--- src/rtl/usb_pkg.sv ---
// Shared types for the USB receive path: usb_rx packet/status codes and the
// receive buffer's packet-tracking states.
package usb_pkg;

    typedef enum logic [2:0] {
        RX_IDLE  = 3'b000,
        RX_IN    = 3'b001,
        RX_OUT   = 3'b010,
        RX_DATA  = 3'b011,
        RX_ACK   = 3'b100,
        RX_DONE  = 3'b101,
        RX_ERROR = 3'b110,
        RX_RSVD  = 3'b111   // behaves as RX_IDLE everywhere
    } rx_packet_t;

    typedef enum logic [1:0] {
        BUF_IDLE    = 2'd0,
        BUF_COLLECT = 2'd1,
        BUF_DROP    = 2'd2
    } buf_state_t;

endpackage

--- src/rtl/usb_rx_buf_mem.sv ---
// DEPTH x 8 byte storage for the receive buffer: synchronous write with an
// enable, asynchronous read, contents deliberately left unreset.
module usb_rx_buf_mem #(
    parameter int unsigned DEPTH = 64,
    parameter int unsigned AW    = $clog2(DEPTH)
) (
    input  logic          clk,
    input  logic          we_i,
    input  logic [AW-1:0] waddr_i,
    input  logic [7:0]    wdata_i,
    input  logic [AW-1:0] raddr_i,
    output logic [7:0]    rdata_o
);

    logic [7:0] mem_q [DEPTH];

    // Byte write on the enabled edge
    always_ff @(posedge clk) begin
        if (we_i) begin
            mem_q[waddr_i] <= wdata_i;
        end
    end

    assign rdata_o = mem_q[raddr_i];

endmodule

--- src/rtl/usb_rx_data_buffer.sv ---
// Packet-aware receive FIFO behind usb_rx. DATA packet bytes are written
// speculatively past the commit boundary and only become readable when the
// packet ends with DONE; ERROR or an overflow rolls them back.
// Optional build macro: RX_BUF_CRC_STRIP_EN -- drop the trailing CRC16 bytes
// of each packet at commit time.
module usb_rx_data_buffer
    import usb_pkg::*;
#(
    parameter  int unsigned DEPTH = 64,
    localparam int unsigned PTR_W = $clog2(DEPTH) + 1
) (
    input  logic             clk,
    input  logic             n_rst,
    input  rx_packet_t       rx_packet,
    input  logic [7:0]       rx_packet_data,
    input  logic             store_rx_packet_data,
    input  logic             get_rx_data,
    input  logic             clear,
    output logic [7:0]       rx_data,
    output logic [PTR_W-1:0] buffer_occupancy,
    output logic             rx_pkt_done,
    output logic             rx_pkt_err,
    output logic             rx_overflow
);

    localparam logic [PTR_W-1:0] PTR_ONE  = PTR_W'(1);
    localparam logic [PTR_W-1:0] PTR_TWO  = PTR_W'(2);
    localparam logic [PTR_W-1:0] PTR_FULL = PTR_W'(DEPTH);

    buf_state_t       state_q;
    logic [PTR_W-1:0] r_ptr_q;
    logic [PTR_W-1:0] c_ptr_q;
    logic [PTR_W-1:0] w_ptr_q;
    logic             overflow_q;
    logic             done_q;
    logic             err_q;

    logic             full;
    logic             do_pop;
    logic             do_write;
    logic             drop_byte;
    logic [PTR_W-1:0] occupancy;
    logic [PTR_W-1:0] w_inc;
    logic [PTR_W-1:0] pkt_len;
    logic [PTR_W-1:0] w_strip;
    logic             is_done;
    logic             is_end;

    // Full is measured against the pre-pop read pointer, so a same-cycle pop
    // never frees room for a same-cycle store.
    assign occupancy = c_ptr_q - r_ptr_q;
    assign full      = (w_ptr_q - r_ptr_q) == PTR_FULL;
    assign do_pop    = !clear && get_rx_data && (occupancy != '0);
    assign do_write  = !clear && (state_q == BUF_COLLECT) && store_rx_packet_data && !full;
    assign drop_byte = (state_q == BUF_COLLECT) && store_rx_packet_data && full;

    // A byte stored in the same cycle as DONE/ERROR belongs to the packet, so
    // commit/rollback arithmetic works on the post-write pointer.
    assign w_inc   = do_write ? (w_ptr_q + PTR_ONE) : w_ptr_q;
    assign pkt_len = w_inc - c_ptr_q;
    assign w_strip = w_inc - PTR_TWO;
    assign is_done = (rx_packet == RX_DONE);
    assign is_end  = (rx_packet == RX_DONE) || (rx_packet == RX_ERROR);

    usb_rx_buf_mem #(
        .DEPTH (DEPTH),
        .AW    (PTR_W - 1)
    ) u_mem (
        .clk     (clk),
        .we_i    (do_write),
        .waddr_i (w_ptr_q[PTR_W-2:0]),
        .wdata_i (rx_packet_data),
        .raddr_i (r_ptr_q[PTR_W-2:0]),
        .rdata_o (rx_data)
    );

    // Pointer, packet-state and status flag registers
    always_ff @(posedge clk or negedge n_rst) begin
        if (!n_rst) begin
            state_q    <= BUF_IDLE;
            r_ptr_q    <= '0;
            c_ptr_q    <= '0;
            w_ptr_q    <= '0;
            overflow_q <= 1'b0;
            done_q     <= 1'b0;
            err_q      <= 1'b0;
        end else if (clear) begin
            state_q    <= BUF_IDLE;
            r_ptr_q    <= '0;
            c_ptr_q    <= '0;
            w_ptr_q    <= '0;
            overflow_q <= 1'b0;
            done_q     <= 1'b0;
            err_q      <= 1'b0;
        end else begin
            done_q <= 1'b0;
            err_q  <= 1'b0;
            if (do_pop) begin
                r_ptr_q <= r_ptr_q + PTR_ONE;
            end
            case (state_q)
                BUF_IDLE: begin
                    if (rx_packet == RX_DATA) begin
                        state_q <= BUF_COLLECT;
                    end
                end
                BUF_COLLECT: begin
                    w_ptr_q <= w_inc;
                    if (drop_byte) begin
                        overflow_q <= 1'b1;
                    end
                    if (is_done && !drop_byte) begin
`ifdef RX_BUF_CRC_STRIP_EN
                        if (pkt_len >= PTR_TWO) begin
                            c_ptr_q <= w_strip;
                            w_ptr_q <= w_strip;
                            done_q  <= 1'b1;
                        end else begin
                            w_ptr_q <= c_ptr_q;
                            err_q   <= 1'b1;
                        end
`else
                        c_ptr_q <= w_inc;
                        done_q  <= 1'b1;
`endif
                        state_q <= BUF_IDLE;
                    end else if (is_end) begin
                        // ERROR, or DONE arriving with a byte dropped this cycle
                        w_ptr_q <= c_ptr_q;
                        err_q   <= 1'b1;
                        state_q <= BUF_IDLE;
                    end else if (drop_byte) begin
                        state_q <= BUF_DROP;
                    end
                end
                BUF_DROP: begin
                    if (is_end) begin
                        w_ptr_q <= c_ptr_q;
                        err_q   <= 1'b1;
                        state_q <= BUF_IDLE;
                    end
                end
                default: state_q <= BUF_IDLE;
            endcase
        end
    end

`ifndef RX_BUF_CRC_STRIP_EN
    logic unused_len;
    assign unused_len = ^{pkt_len, w_strip};
`endif

    assign buffer_occupancy = occupancy;
    assign rx_pkt_done      = done_q;
    assign rx_pkt_err       = err_q;
    assign rx_overflow      = overflow_q;

endmodule

--- config.mk ---
export PLATFORM = sky130hd
export DESIGN_NAME = usb_rx_data_buffer
export DESIGN_NICKNAME = d
export VERILOG_FILES = /design/src/rtl/usb_pkg.sv /design/src/rtl/usb_rx_buf_mem.sv /design/src/rtl/usb_rx_data_buffer.sv
export SDC_FILE = /design/constraint.sdc
export NUM_CORES = 1
export LEC_CHECK = 0
export BUFFER_PORTS_ARGS = -buffer_cell sky130_fd_sc_hd__buf_2
export CORE_MARGIN = 2
export CORE_UTILIZATION = 50
export CTS_BUF_LIST = sky130_fd_sc_hd__clkbuf_8 sky130_fd_sc_hd__clkbuf_16
export CTS_CLUSTER_SIZE = 8
export DETAILED_ROUTE_END_ITERATION = 8
export HOLD_SLACK_MARGIN = 0.1
export PLACE_DENSITY = 0.72
export SYNTH_ARGS = -nofsm -noshare
export SYNTH_HDL_FRONTEND = slang
export SYNTH_SLANG_ARGS = --single-unit
--- constraint.sdc ---
create_clock -name clk -period 5.6 [get_ports clk]
set_input_delay 0.84 -clock clk [delete_from_list [all_inputs] [get_ports clk]]
set_output_delay 0.84 -clock clk [all_outputs]
set_load 0.01 [all_outputs]
Word-level counts from Yosys, hierarchy flattened:

Memory sizes are Yosys's and may differ from the RTL's.
Cells that the tools add are included.

* add/subtract/negate cells: 4
* mux-type cells: 30
* reduce and logical (&&, ||, !) cells: 23
* equal/unequal tests: 9

Operator list (number)
* two-way mux 7 bit: 10
* adder 7 x 1 -> 7 bit (second input constant): 2
* case mux 7 bit (2 select lines): 1
* subtractor 7 bit: 2
* two-way mux 2 bit: 6
* two-way mux 1 bit: 11
* logical AND 1 bit: 8
* nonzero test 2 bit: 4
* == test 7 bit (second input constant): 1
* nonzero test 7 bit: 1
* == test 3 bit (second input constant): 2
* != test 3 bit (second input constant): 2
* case mux 2 bit (3 select lines): 1
* AND reduction 2 bit: 3
* != test 5 x 4 -> 1 bit (second input constant): 1
* == test 3 x 2 -> 1 bit (second input constant): 1
* logical NOT 1 bit: 3
* AND reduction 3 bit: 1
* nonzero test 3 bit: 1
* == test 2 x 1 -> 1 bit (second input constant): 1
* == test 2 bit (second input constant): 1
* logical NOT 2 bit: 1
* case mux 1 bit (2 select lines): 1
* logical OR 1 bit: 1

* register bits: 26
* logic and storage cells: 74
* memory bits (writable): 512
* input port bits: 16
* memories kept: 1
* output and inout bits: 18

Memory list
* u_mem.mem_q: depth 64, bits a word 8, rd ports 1, clocked after Yosys merged registers in 0, write ports 1, RTL line usb_rx_buf_mem.sv:15 `logic [7:0] mem_q [DEPTH];`

Depth between registers and ports, before layout:

Gate-level depths: netlist of run 1.

* depth in word-level cells: 9
* gate-level depth with buffers: 14
* gate-level depth less buffers: 11

By module:

Synthesis of run 1 repeated with hierarchy kept, for this count alone.

* cell total of the unflattened synthesis: 1153
* area total of the unflattened synthesis: 22019.9 µm²

Modules (own cells, without submodules)
* usb_rx_buf_mem: cells an instance 932, area each 20006.7 µm², seq. area each 15374.7 µm², instances 1
* usb_rx_data_buffer: cells an instance 221, area each 2013.2 µm², seq. area each 650.6 µm², instances 1

Least setup slack after synthesis of run 1:

No wires, ideal clock.

* path kind: reg2reg
* start: register r_ptr_q[1]
* end: memory u_mem.mem_q[58][0] (enable)
* cell stages (with the launch flop): 15
* period minus slack after synthesis: 3.802 ns
* data arrival time: 3.431 ns
* data required time: 5.229 ns
* buffers on the path: 4
* library setup time: 0.371 ns
* setup slack: 1.798 ns
* path through: dfrtp_1 clkbuf_1 clkbuf_1 clkbuf_1 inv_1 ha_1 nand2b_1 a21oi_1 or4_4 nand4_4 nand3_2 clkbuf_1 nor2_1 nand3_1 nor2_1

* word-level cells in the longest chain between the ends: 6

Ends and longest elaborated chain
* start, declared: RTL line usb_rx_data_buffer.sv:31 `logic [PTR_W-1:0] r_ptr_q;`
* start signal, assigned: RTL line usb_rx_data_buffer.sv:99 `r_ptr_q <= r_ptr_q + PTR_ONE;`
* subtractor 7 bit: RTL line usb_rx_data_buffer.sv:52 `assign full = (w_ptr_q - r_ptr_q) == PTR_FULL;`
* == test 7 bit: RTL line usb_rx_data_buffer.sv:52
* logical NOT 1 bit: RTL line usb_rx_data_buffer.sv:54 `assign do_write = !clear && (state_q == BUF_COLLECT) && store_rx_packet_data && !full;`
* logical AND 1 bit: RTL line usb_rx_data_buffer.sv:54
* two-way mux 1 bit: RTL line usb_rx_buf_mem.sv:19 `if (we_i) begin`
* two-way mux 1 bit (not written as such): RTL line usb_rx_buf_mem.sv:20 `mem_q[waddr_i] <= wdata_i;`
* end, declared: RTL line usb_rx_buf_mem.sv:15

Every way passes these cells.

Final worst setup path of run 1:

* start: register r_ptr_q[0]
* end: output port rx_data[2]

* word-level cells in the longest chain between the ends: 1

Ends and longest elaborated chain
* memory (64 x 8 bit)
* end, declared: RTL line usb_rx_data_buffer.sv:19 `output logic [7:0] rx_data,`

Every way passes these cells.

==> results of run 1 <==
[state kept, by name (all words and copies together), names as in the netlist]
signal,flops
rx_pkt_done,1
c_ptr_q,7
state_q,2
w_ptr_q,7
u_mem.mem_q,512
rx_overflow,1
rx_pkt_err,1
r_ptr_q,7
[worst max-delay path by stage]
stage | start | endpoint | slack (ns)
after detailed placement | r_ptr_q[0] | rx_data[2] | 1.34
final | r_ptr_q[0] | rx_data[2] | 0.83
after global placement | r_ptr_q[0] | rx_data[2] | 1.35
after CTS | r_ptr_q[0] | rx_data[2] | 0.70
after floorplan | r_ptr_q[1] | u_mem.mem_q[58][0] | 1.80
after global routing | r_ptr_q[0] | rx_data[4] | 0.58
[cell usage after synthesis (12+ instances only)]
master / count
mux4_2: 168
edfxtp_1: 512
inv_1: 18
buf_1: 12
clkbuf_1: 33
nand3_1: 13
ha_1: 17
nor3_1: 13
nor2_1: 89
a21oi_1: 13
nand2_1: 13
dfrtp_1: 26
[layout make-up]
class                      count  area (um^2)  area share, %
clock inverter                30          193          0.776
multi-input combinational    433         5380           21.6
tap                          585          732           2.95
clock buffer                  77         1930           7.76
inverter                      21         78.8          0.317
timing repair buffer          76          500           2.01
sequential                   538        16000           64.5
[stage by stage]
stage | util (%) | hold WS (ns) | setup slack [ns] | cells | power (mW)
2_1_floorplan | - | 0.475 | 1.80 | 1046 | 5.42
5_1_grt | 57.8 | 0.279 | 0.583 | 1760 | 10.1
3_3_place_gp | 52.9 | 0.476 | 1.35 | 1653 | 5.80
6_report | 57.8 | 0.252 | 0.825 | 1760 | 9.83
3_5_place_dp | 52.9 | 0.493 | 1.34 | 1653 | 5.81
4_1_cts | 57.8 | 0.253 | 0.702 | 1760 | 9.90
[report_power, final]
part | total, mW | switching (mW) | internal [mW]
Combinational | 1.23 | 0.620 | 0.610
Sequential | 4.51 | 0.0701 | 4.44
Clock | 4.09 | 1.64 | 2.45
[layer usage]
metal	vias up	track usage [%]	share of wire, %
li1	4535	-	-
met1	5701	31.0	40
met2	519	34.9	48
met3	86	6.43	9.2
met4	2	7.50	2.6
met5	-	0	0.025
[worst reg2reg max path: cells and delay by family (launching register included)]
family                     cells  cell delay (ns)
AOI/OAI and AO/OA              1             0.22
adders and majority gates      1             0.39
buffers and inverters          1             0.18
DFF                            1             0.70
and+or+nand+nor                6             2.46
[cell families after synthesis]
| kind of cell | count (synthesis) |
|---|---|
| AOI/OAI and AO/OA | 60 |
| xor gates and xnor gates | 8 |
| adders and majority gates | 18 |
| buffers and inverters | 75 |
| and+or+nand+nor | 175 |
| muxes | 172 |
| DFF | 538 |
==> key figures, run 1 <==
Yosys
  • Synth Instances: 1046
  • Area contributors post-synth: edfxtp_1 (71%), mux4_2 (17%), dfrtp_1 (3.0%)
  • Post-synth EDFFs: 512
  • Syn_nets: 1080
  • Adder-cell share of the synthesized area: 1.07%
  • Multiplexer share of the synthesized area: 17.6%
  • Top_reg_cell synth: edfxtp_1
  • Post-synth top area cell: edfxtp_1
  • Compound-Gate Fraction of Synth Area: 1.78%
  • Yosys reg bits: 538
  • Post-synthesis cell type count: 55
  • XOR/XNOR Fraction of Synth Area: 0.323%
  • Largest family of logic cells by synthesized area: multiplexers
  • Mapped Avg Cell Area: 20.7 um^2
  • FFs w/ async S/R, synth: 4.83%
  • Share of the synthesized area in the top cell type: 70.9%
  • Synth Area in Simple Gates: 3.98%
  • Synthesis Warnings: 0
  • Post-synthesis sequential area ratio: 73.9%
  • Synth Cell Area: 21700 um^2

Cells and area
  • FILL cells: 3169
  • Leading cell types in the layout, fill and taps excluded: edfxtp_1 (512), mux4_2 (168), nor2_1 (89), clkbuf_16 (77), buf_4 (42)
  • Design area: 24800 um^2
  • Share of post-route cells with drive strength above 1: 29.1%
  • Nets: 1181
  • Commonest non-fill, non-tap cell in the layout: edfxtp_1
  • ANT cells: 0
  • P&R area growth vs syn: 14.5%

Worst setup path
  • Crit-path max FO: 36
  • Setup CP Type: reg -> out
  • Largest stage delay, worst path: 0.86 ns
  • Crit path max-delay family: multiplexers
  • CP bufs+invs: 2
  • Crit start category: register
  • R2R Path End: u_mem.mem_q[29][7]
  • Worst EP required: 4.76 ns
  • R2R cell count: 9
  • Crit path depth: 5
  • CP max-delay cell: dfrtp_4
  • CP arrival: 3.93 ns
  • Cell mode on critical path: mux4_2
  • CP Cell Sequence: buf_4 > mux4_2 > mux4_2 > mux4_2 > buf_2
  • RR Startpoint: r_ptr_q[4]
  • FF-to-FF setup slack: 1.27 ns
  • CP Capture Type: output pin

CTS
  • Num CTS Buffers: 77
  • CTS tree: yes
  • Max clock buf depth: 3
  • Clock input transition at the sequential cells of the worst setup and hold paths: 0.05 ns
  • Post-CTS Setup Bufs: 0
  • Worst-skew pair later-pin latency: 0.60 ns
  • Post-CTS Resized: 0
  • CTS H-tree depth: 3
  • Hold-fix buffers at CTS: 0
  • Clock sinks: 538
  • CTS root buffer: clkbuf_16

Timing
  • Max Slew Vio Count: 0
  • Highest clock rate: 209 MHz
  • Setup Skew: 0.0249 ns
  • Hold Fails Final Rpt: 0
  • RSZ-0062 raised after global routing: no
  • # setup viols final: 0
  • Min cycle time layout: 4.77 ns
  • Setup TNS Final: 0 ns
  • Slew margin rel.: 14.9%
  • Worst Tran Pin Value: 1.28 ns
  • Crit share post-route: 85.3%

GRT
  • First-pass GRT wire length: 72.4 mm
  • Largest net degree at the start of global routing: 65
  • Antenna violations before repair: 1
  • GR Overflow Total: 0
  • Total Routing Usage GR: 22.4%
  • Vias in the first global route: 11200

Job
  • Max cap viols: 0

Placement
  • Final HPWL DP: 28.4 mm
  • Dpl cell area: 22700 um^2
  • Port bufs: 33
  • Routability congestion estimate: 0.859

Outcome
  • Outcome: complete, no violations

Floorplanning
  • FP Rows: 76
  • Core footprint: 43000 um^2
  • IO Pins: 34
  • Die area: 45100 um^2
  • Die boundary width: 212 um
  • Initial Utilization: 50.5%
  • Die height: 212 um

Detailed routing
  • Wire per inst: 27.7 um
  • Post-Route WL: 48.7 mm
  • Routed Antenna Nets: 0
  • DR pass1 iterations: 7
  • Vias/cell: 6.16
  • DR vias: 10800
  • Post-route DRC: 0
  • DRT iter0 DRCs: 1256

Power
  • Lkg Pwr: 7.95 nW
  • PD cells: 396 nW/um^2
  • Worst vdd ir: 0.312 mV

Hold path
  • Worst min path class: in -> async
No activity file was read; power rests on OpenSTA's default activity.
==> run 2: changes to the inputs <==
==> constraint.sdc (replaced) <==
create_clock -name clk -period 4.6 [get_ports clk]
set_input_delay 0.92 -clock clk [delete_from_list [all_inputs] [get_ports clk]]
set_output_delay 0.92 -clock clk [all_outputs]
set_load 0.01 [all_outputs]
==> run 2 against run 1 <==
Global-route usage grew 0.34 points. Critical path type unchanged. First-iteration DRC count shrank 15%. Critical path depth is the same. Final cell count grew 2.0%. Cell area grew 1.6%. Count of clock-buffer cells in the layout grew 1. Core utilization grew 0.93 points. Combinational power grew 28%. Register-to-register slack lost 0.61 ns. Sequential power grew 21%. Clock power grew 24%. Die area is the same.
==> key figures, run 2 (synthesized netlist as in run 1, its figures left out) <==
CTS
  • Post-CTS Resized: 0 (unchanged)
  • Num CTS Buffers: 77 (unchanged)
  • Clock sinks: 538 (unchanged)
  • CTS tree: yes
  • Worst-skew pair later-pin latency: 0.60 ns (about the same)
  • CTS root buffer: clkbuf_16
  • CTS H-tree depth: 3 (unchanged)
  • Clock input transition at the sequential cells of the worst setup and hold paths: 0.05 ns (about the same)
  • Max clock buf depth: 3 (unchanged)

Worst setup path
  • CP Cell Sequence: buf_4 > mux4_2 > mux4_2 > mux4_2 > buf_2
  • Crit start category: register
  • Crit-path max FO: 36 (unchanged)
  • Setup CP Type: reg -> out
  • CP max-delay cell: dfrtp_4
  • Worst EP required: 3.68 ns (-1.08 ns)
  • CP bufs+invs: 2 (unchanged)
  • Cell mode on critical path: mux4_2
  • R2R Path End: u_mem.mem_q[52][4]
  • RR Startpoint: r_ptr_q[1]
  • R2R cell count: 10 (+1)
  • Crit path max-delay family: multiplexers
  • CP Capture Type: output pin
  • FF-to-FF setup slack: 0.66 ns (-0.61 ns)
  • Largest stage delay, worst path: 0.82 ns (-0.04 ns)
  • CP arrival: 3.55 ns (-0.38 ns)

Placement
  • Dpl cell area: 23100 um^2 (+1.5%)
  • Final HPWL DP: 28.8 mm (+1.5%)
  • Placed cells: 1687 (+2.1%)
  • Routability congestion estimate: 0.815 (-5.1%)
  • Dpl ws: 0.606 ns (-0.737 ns)
  • Port bufs: 33 (unchanged)

Floorplanning
  • Initial Utilization: 50.5% (unchanged)
  • Die boundary width: 212 um (unchanged)
  • IO Pins: 34 (unchanged)
  • FP Rows: 76 (unchanged)
  • Die area: 45100 um^2 (unchanged)
  • Core footprint: 43000 um^2 (unchanged)
  • Die height: 212 um (unchanged)

Timing
  • Setup Skew: 0.0203 ns (-0.00458 ns)
  • # setup viols final: 0 (unchanged)
  • Slew margin rel.: 19.8% (+4.8 points)
  • Worst Tran Pin Value: 1.20 ns (-0.0725 ns)
  • Worst setup margin: 0.127 ns (-0.698 ns)
  • Crit share post-route: 97.2%
  • Setup TNS Final: 0 ns (unchanged)
  • Hold Worst Slack: 0.336 ns (+0.0839 ns)
  • Max Slew Vio Count: 0 (unchanged)
  • Highest clock rate: 224 MHz
  • Hold Fails Final Rpt: 0 (unchanged)
  • Min cycle time layout: 4.47 ns
  • RSZ-0062 raised after global routing: no

GRT
  • Largest net degree at the start of global routing: 65 (unchanged)
  • Grt met1 use: 31.9% (+0.94 points)
  • GR Overflow Total: 0 (unchanged)
  • Antenna violations before repair: 0 (-1)
  • Met2 Resource Use GR: 35.3% (+0.41 points)
  • First-pass GRT wire length: 73.2 mm (+1.1%)
  • Vias in the first global route: 11300 (+1.1%)
  • GR Util met3: 5.72% (-0.71 points)
  • Busiest layer in global routing: met2
  • Total Routing Usage GR: 22.8% (+0.34 points)

Cells and area
  • Share of post-route cells with drive strength above 1: 31.1% (+2.0 points)
  • P&R area growth vs syn: 16.3%
  • Finished Core Util: 58.7% (+0.93 points)
  • Sequential cell area: 16000 um^2 (unchanged)
  • Commonest non-fill, non-tap cell in the layout: edfxtp_1
  • ANT cells: 0 (unchanged)
  • Multi-input gate area: 5380 um^2 (unchanged)
  • Design area: 25200 um^2 (+1.6%)
  • Nets: 1216 (+3.0%)
  • Leading cell types in the layout, fill and taps excluded: edfxtp_1 (512), mux4_2 (168), nor2_1 (89), clkbuf_16 (78), buf_4 (70)
  • Largest Register: u_mem.mem_q
  • FILL cells: 3020 (-4.7%)
  • Non-Filler Instances: 1796 (+2.0%)
  • Max reg flops: 512 (unchanged)

Detailed routing
  • DRT iter0 DRCs: 1070 (-15%)
  • Wire per inst: 27.8 um (+0.37%)
  • DR vias: 11100 (+2.8%)
  • DR pass1 iterations: 5 (-2)
  • Routed Antenna Nets: 0 (unchanged)
  • Vias/cell: 6.21 (+0.75%)
  • Post-route DRC: 0 (unchanged)
  • Post-Route WL: 49.8 mm (+2.4%)

Hold path
  • Worst min path class: in -> async

Outcome
  • Outcome: complete, no violations

Power
  • PD cells: 481 nW/um^2 (+21%)
  • Sw Share: 23.6% (-0.14 points)
  • Sw power: 2.86 mW (+23%)
  • Combinational share of power: 13.0% (+0.5 points)
  • Power Internal: 9.27 mW (+24%)
  • Worst vdd ir: 0.295 mV (-5.5%)
  • Lkg Pwr: 8.18 nW (+2.9%)
  • Reg power frac: 45.1% (-0.7 points)
  • Clock power share: 41.8% (+0.2 points)
  • Power Total: 12.1 mW (+23%)

Job
  • Max cap viols: 0 (unchanged)
[run 2: final cells by class]
cell class / count / area share, %
clock buffers: 78 / 7.73
repair buffers: 111 / 3.37
well taps: 585 / 2.90
clock inverters: 30 / 0.858
flip-flops and latches: 538 / 63.5
multi-input cells: 433 / 21.3
inverters: 21 / 0.312
[run 2: worst register-to-register path, cell delays in order (launching register included)]
cell and delay [ns]:
dfrtp_4 0.82, inv_1 0.17, ha_1 0.35, nand2b_1 0.08, a21oi_1 0.08, or4_4 0.50, nand4_4 0.12, nand3_2 0.25
nor2_1 0.21, nand2_1 0.30, nor2_1 0.68
[run 2: worst max-delay path by stage]
stage                     startpoint                 end  slack (ns)  depth (start not counted)
final                     r_ptr_q[1]          rx_data[4]        0.13                          5
after floorplan           r_ptr_q[1]  u_mem.mem_q[58][0]        0.80                         14
after detailed placement  r_ptr_q[0]  u_mem.mem_q[52][7]        0.61                         10
after global placement    r_ptr_q[0]  u_mem.mem_q[52][6]        0.67                         10
after CTS                 r_ptr_q[0]          rx_data[5]        0.04                          5
after global routing      r_ptr_q[0]          rx_data[5]        0.11                          5
[run 2: layer usage]
| layer | vias up | routed length, um |
|---|---|---|
| li1 | 4610 | - |
| met1 | 5834 | 19900 |
| met2 | 588 | 24000 |
| met3 | 116 | 4480 |
| met4 | 0 | 1480 |
| met5 | - | 0 |
[run 2: repair_timing]
action	CTS	global route
hold buffers	0	0
buffers inserted	0	1
setup endpoints to repair	0	4
[run 2: power groups by stage]
| stage | Combinational (mW) | Sequential (mW) | Clock [mW] |
|---|---|---|---|
| final | 1.58 | 5.47 | 5.07 |
| after global routing | 1.69 | 5.47 | 5.35 |
| after CTS | 1.57 | 5.48 | 5.15 |
| after detailed placement | 1.56 | 5.58 | 0 |
| after global placement | 1.54 | 5.57 | 0 |
| after floorplan | 1.10 | 5.50 | 0 |
